**config.mk**
```make
export PLATFORM = sky130hd
export DESIGN_NAME = fsk_tx_serializer
export DESIGN_NICKNAME = d
export VERILOG_FILES = /design/src/rtl/fsk_tx_serializer.sv
export SDC_FILE = /design/constraint.sdc
export NUM_CORES = 1
export LEC_CHECK = 0
export CORE_MARGIN = 4
export CORE_UTILIZATION = 30
export CTS_CLUSTER_SIZE = 20
export DETAILED_ROUTE_END_ITERATION = 6
export GPL_TIMING_DRIVEN = 1
export PLACE_DENSITY_LB_ADDON = 0.2
export SYNTH_ARGS = -nofsm -noshare
export SYNTH_HDL_FRONTEND = slang
export SYNTH_SLANG_ARGS = --single-unit
```
**constraint.sdc**
```tcl
create_clock -name clk -period 2.33 [get_ports clk]
set_input_delay 0.3495 -clock clk [delete_from_list [all_inputs] [get_ports clk]]
set_output_delay 0.3495 -clock clk [all_outputs]
set_load 0.05 [all_outputs]
```
**src/rtl/fsk_tx_serializer.sv**
```systemverilog
// Byte-to-FSK serializer: pops bytes from an upstream FIFO and sends each as a
// 10-bit frame (start, 8 data LSB first, stop) using two square-wave tones.
module fsk_tx_serializer #(
  parameter int BIT_CYCLES = 1000,
  parameter int MARK_HALF  = 10,
  parameter int SPACE_HALF = 20
) (
  input  logic       clk,
  input  logic       reset,
  input  logic       enable,
  input  logic       empty,
  input  logic [7:0] r_data,
  output logic       rd,
  output logic       tx_out,
  output logic       tx_en,
  output logic       tone_sel,
  output logic       busy
);

  localparam int HALF_MAX = (MARK_HALF > SPACE_HALF) ? MARK_HALF : SPACE_HALF;
  localparam int BIT_W    = $clog2(BIT_CYCLES) + 1;
  localparam int HALF_W   = $clog2(HALF_MAX) + 1;

  localparam logic [BIT_W-1:0]  BIT_LAST   = BIT_W'(BIT_CYCLES - 1);
  localparam logic [HALF_W-1:0] MARK_LAST  = HALF_W'(MARK_HALF - 1);
  localparam logic [HALF_W-1:0] SPACE_LAST = HALF_W'(SPACE_HALF - 1);

  typedef enum logic [1:0] {IDLE, START, DATA, STOP} state_t;

  state_t             state_q, state_d;
  logic [BIT_W-1:0]   bit_cnt_q, bit_cnt_d;
  logic [2:0]         idx_q, idx_d;
  logic [7:0]         shift_q, shift_d;
  logic [HALF_W-1:0]  half_cnt_q, half_cnt_d;
  logic               tx_out_q, tx_out_d;

  logic               bit_end;
  logic               half_end;
  logic               fetch;
  logic [HALF_W-1:0]  half_last;

  always_comb begin
    busy     = (state_q != IDLE);
    tx_en    = busy;
    tx_out   = tx_out_q;
    tone_sel = 1'b0;
    case (state_q)
      DATA:    tone_sel = shift_q[idx_q];
      STOP:    tone_sel = 1'b1;
      default: tone_sel = 1'b0;
    endcase

    bit_end   = busy && (bit_cnt_q == BIT_LAST);
    half_last = tone_sel ? MARK_LAST : SPACE_LAST;
    half_end  = busy && (half_cnt_q == half_last);
    // Gating with reset keeps rd low while reset is held, even though the
    // state already reads IDLE.
    fetch = reset && enable && !empty &&
            ((state_q == IDLE) || ((state_q == STOP) && bit_end));
    rd    = fetch;

    state_d    = state_q;
    bit_cnt_d  = bit_cnt_q;
    idx_d      = idx_q;
    shift_d    = shift_q;
    half_cnt_d = half_cnt_q;
    tx_out_d   = tx_out_q;

    if (busy) begin
      bit_cnt_d  = bit_end ? '0 : bit_cnt_q + 1'b1;
      half_cnt_d = (bit_end || half_end) ? '0 : half_cnt_q + 1'b1;
      tx_out_d   = tx_out_q ^ half_end;
    end

    case (state_q)
      START: begin
        if (bit_end) begin
          state_d = DATA;
          idx_d   = 3'd0;
        end
      end
      DATA: begin
        if (bit_end) begin
          idx_d = idx_q + 3'd1;
          if (idx_q == 3'd7) state_d = STOP;
        end
      end
      STOP: begin
        if (bit_end) begin
          state_d  = IDLE;
          tx_out_d = 1'b0;
        end
      end
      default: ;
    endcase

    // A new frame always begins from a clean tone phase at level 0.
    if (fetch) begin
      state_d    = START;
      shift_d    = r_data;
      bit_cnt_d  = '0;
      half_cnt_d = '0;
      idx_d      = 3'd0;
      tx_out_d   = 1'b0;
    end
  end

  always_ff @(posedge clk or negedge reset) begin
    if (!reset) begin
      state_q    <= IDLE;
      bit_cnt_q  <= '0;
      idx_q      <= 3'd0;
      shift_q    <= 8'h00;
      half_cnt_q <= '0;
      tx_out_q   <= 1'b0;
    end else begin
      state_q    <= state_d;
      bit_cnt_q  <= bit_cnt_d;
      idx_q      <= idx_d;
      shift_q    <= shift_d;
      half_cnt_q <= half_cnt_d;
      tx_out_q   <= tx_out_d;
    end
  end

endmodule

```
==> results.cfg <==
[status]
status = complete, but fails checks
violations = negative setup slack

[worst_setup_path]
start_kind = flop
worstPathRequired_ps = 1980
critical_path_class = flop to output pin
path_max_fanout = 3
arrival_ps = 1980
end_kind = output pin

[cts]
cts_tree = done
clk_pin_slew_ps = 70
cts_root_buf = clkbuf_8
h-tree-depth = 2
insertion_delay_ps = 280
clockBufferDepth = 2
cts_buffers = 5
cts.sinks = 31
cts_hold_buf = 0

[placement]
place.detailed.hpwl_um = 2780
dp_slack_ps = 28.9
place_area_um2 = 1970
globalplace.congestion = 0.842
port-buffer-count = 16
placed_cells = 254

[global_routing]
antenna_found_initial = 0
grt_max_degree = 32
grt_pass1_wl_um = 6720
grt_pass1_vias = 1405
groute.usage.overall_pct = 12.0
overflow = 0

[floorplan]
num_io_pins = 17
fp.dieW_um = 83.1
rows = 27
dieArea_um2 = 6910
coreArea_um2 = 5510
dieHeight_um = 83.1
initial_utilization_pct = 30.7

[power_and_ir_drop]
finalPower_uw = 1270
vdd_drop_max_v = 0.000237
leakage_uw = 0.000923
p_per_area_nw_per_um2 = 607

[logic_synthesis]
syn_avg_cell_area_um2 = 10.3
syn_area_um2 = 1690
synthArstFlopShare_pct = 100
synth_ff_type = dfrtp_1
yosysSeqAreaShare_pct = 45.8
synth_cell_types = 43
synth_seq_cells = 31
yosysWarnings = 0
synth.net_count = 181
synthCells = 165
synth_edf_count = 0

[finish]
layout_commonest_cell = dfrtp_1
instances_no_fill = 264
nets = 208
utilization_pct = 37.9
fin_area_um2 = 2090
diodes = 0
drive_above_1_share_pct = 22.4
final_cell_mix = 30 x dfrtp_1, 16 x buf_4, 14 x o21ai_1, 12 x nand2_1, 12 x clkdlybuf4s50_1
areaGrowthSynthToFinish_pct = 23.2

[route]
vias = 1333
viasPerCell = 5.05
drtIter0Drc = 51
drtAntennaViolNets = 0
first_pass_iters = 4
route.detailed.drc = 0
wl_per_cell_um = 13.9
routed_wl_um = 3670

[sta]
tightest_slew_ps = 666
final_max_slew_viol_count = 0
period_share_pct = 100
fin_skew_ps = 11.4
rsz0062_at_grt = yes
setup_violations = 1
slew_headroom_pct = 55.4
fin_ws_ps = -1.01
finalHoldViolCount = 0
fin_crit_ps = 2330
fmax_mhz = 429

[worst_hold_path]
hold_path.class = flop to flop

[job]
drv_cap = 0
## repair_timing
item	4_1_cts	5_1_grt
gates cloned	0	0
pin swaps	1	1
endpoints found under the setup margin	2	2
setup buffers	1	2
resized for setup	2	0
## report_power, final
part / total, µW / internal [µW] / leakage (µW) / switching [µW]
Clock: 429 / 231 / 0.0000470 / 198
Sequential: 639 / 593 / 0.000410 / 45.7
Combinational: 198 / 109 / 0.000466 / 88.9
## kinds of logic (layout without fill, tap and decap cells)
family	count (synthesis)	in the layout	share of synthesized area [%]
multiplexers	14	14	11.8
AO/OA/AOI/OAI	34	34	12.3
XOR/XNOR	6	6	3.10
adder cells (fa/ha/maj)	4	4	2.96
buffers and inverters	16	43	4.43
AND/OR/NAND/NOR	60	60	19.6
flip-flops	31	31	45.8
## registers in the layout, indices dropped and copies added (netlist names)
| register | cells |
|---|---|
| shift_q | 8 |
| state_q | 2 |
| tx_out | 1 |
| half_cnt_q | 6 |
| idx_q | 3 |
| bit_cnt_q | 11 |
## Yosys cell counts, drive strengths merged, types with 2 or more instances
master	n	share of area [%]
dfrtp	31	46
o21ai	15	4.4
nand2	13	2.9
nand3	11	3.3
nor2	11	2.4
mux2	10	8.6
inv	7	1.6
buf	5	2.0
xnor2	5	2.6
a21oi	4	1.2
clkbuf	4	0.89
ha	4	3.0
nand4	4	1.5
o31ai	4	1.8
a31oi	3	1.1
and3	3	1.1
mux2i	3	1.8
nand2b	3	1.1
nor3	3	1.2
nor4	3	2.0
a22o	2	1.0
and2	2	0.74
o22ai	2	0.74
or4	2	0.89
## path summary, 6_finish.rpt
| path | from | to | slack [ps] | cells after the start |
|---|---|---|---|---|
| max in group asynchronous | reset | idx_q[0] | 1450 | 2 |
| min in group asynchronous | reset | bit_cnt_q[5] | 570 | 2 |
| hold reg to reg | bit_cnt_q[9] | bit_cnt_q[9] | 490 | 1 |
| hold / removal | bit_cnt_q[9] | bit_cnt_q[9] | 490 | 1 |
| setup / recovery | bit_cnt_q[3] | rd | -1 | 6 |
| setup reg to reg | idx_q[0] | tx_out | 180 | 6 |
## critical path: stages (launching register included)
cell and delay (ps):
dfrtp_1 400, or4b_4 570, nor4_4 180, nand3_1 130, a21o_1 210, inv_2 80
buf_12 130
## metrics by stage
step | setup TNS, ps | hold WS [ps]
floorplan | 0 | 53.9
global placement | 0 | 482
detailed placement | 0 | 486
CTS | -29.1 | 500
global route | -125 | 517
finish | -1.01 | 495
## layer usage
layer	vias to the layer above	GRT usage (%)	part of all wire [%]
li1	649	-	-
met1	649	15.3	48
met3	6	3.67	4.6
met5	-	0	0
met2	29	19.2	46
met4	0	4.61	1.7
## area by class of cell
cell class	count	area, µm²
fill	538	3420
timing repair buffer	29	260
sequential	31	777
multi-input combinational	118	845
tap	72	90.1
inverter	7	26.3
clock buffer	6	82.6
clock inverter	1	5.00
Note: power is estimated with default switching activity, not from simulation.
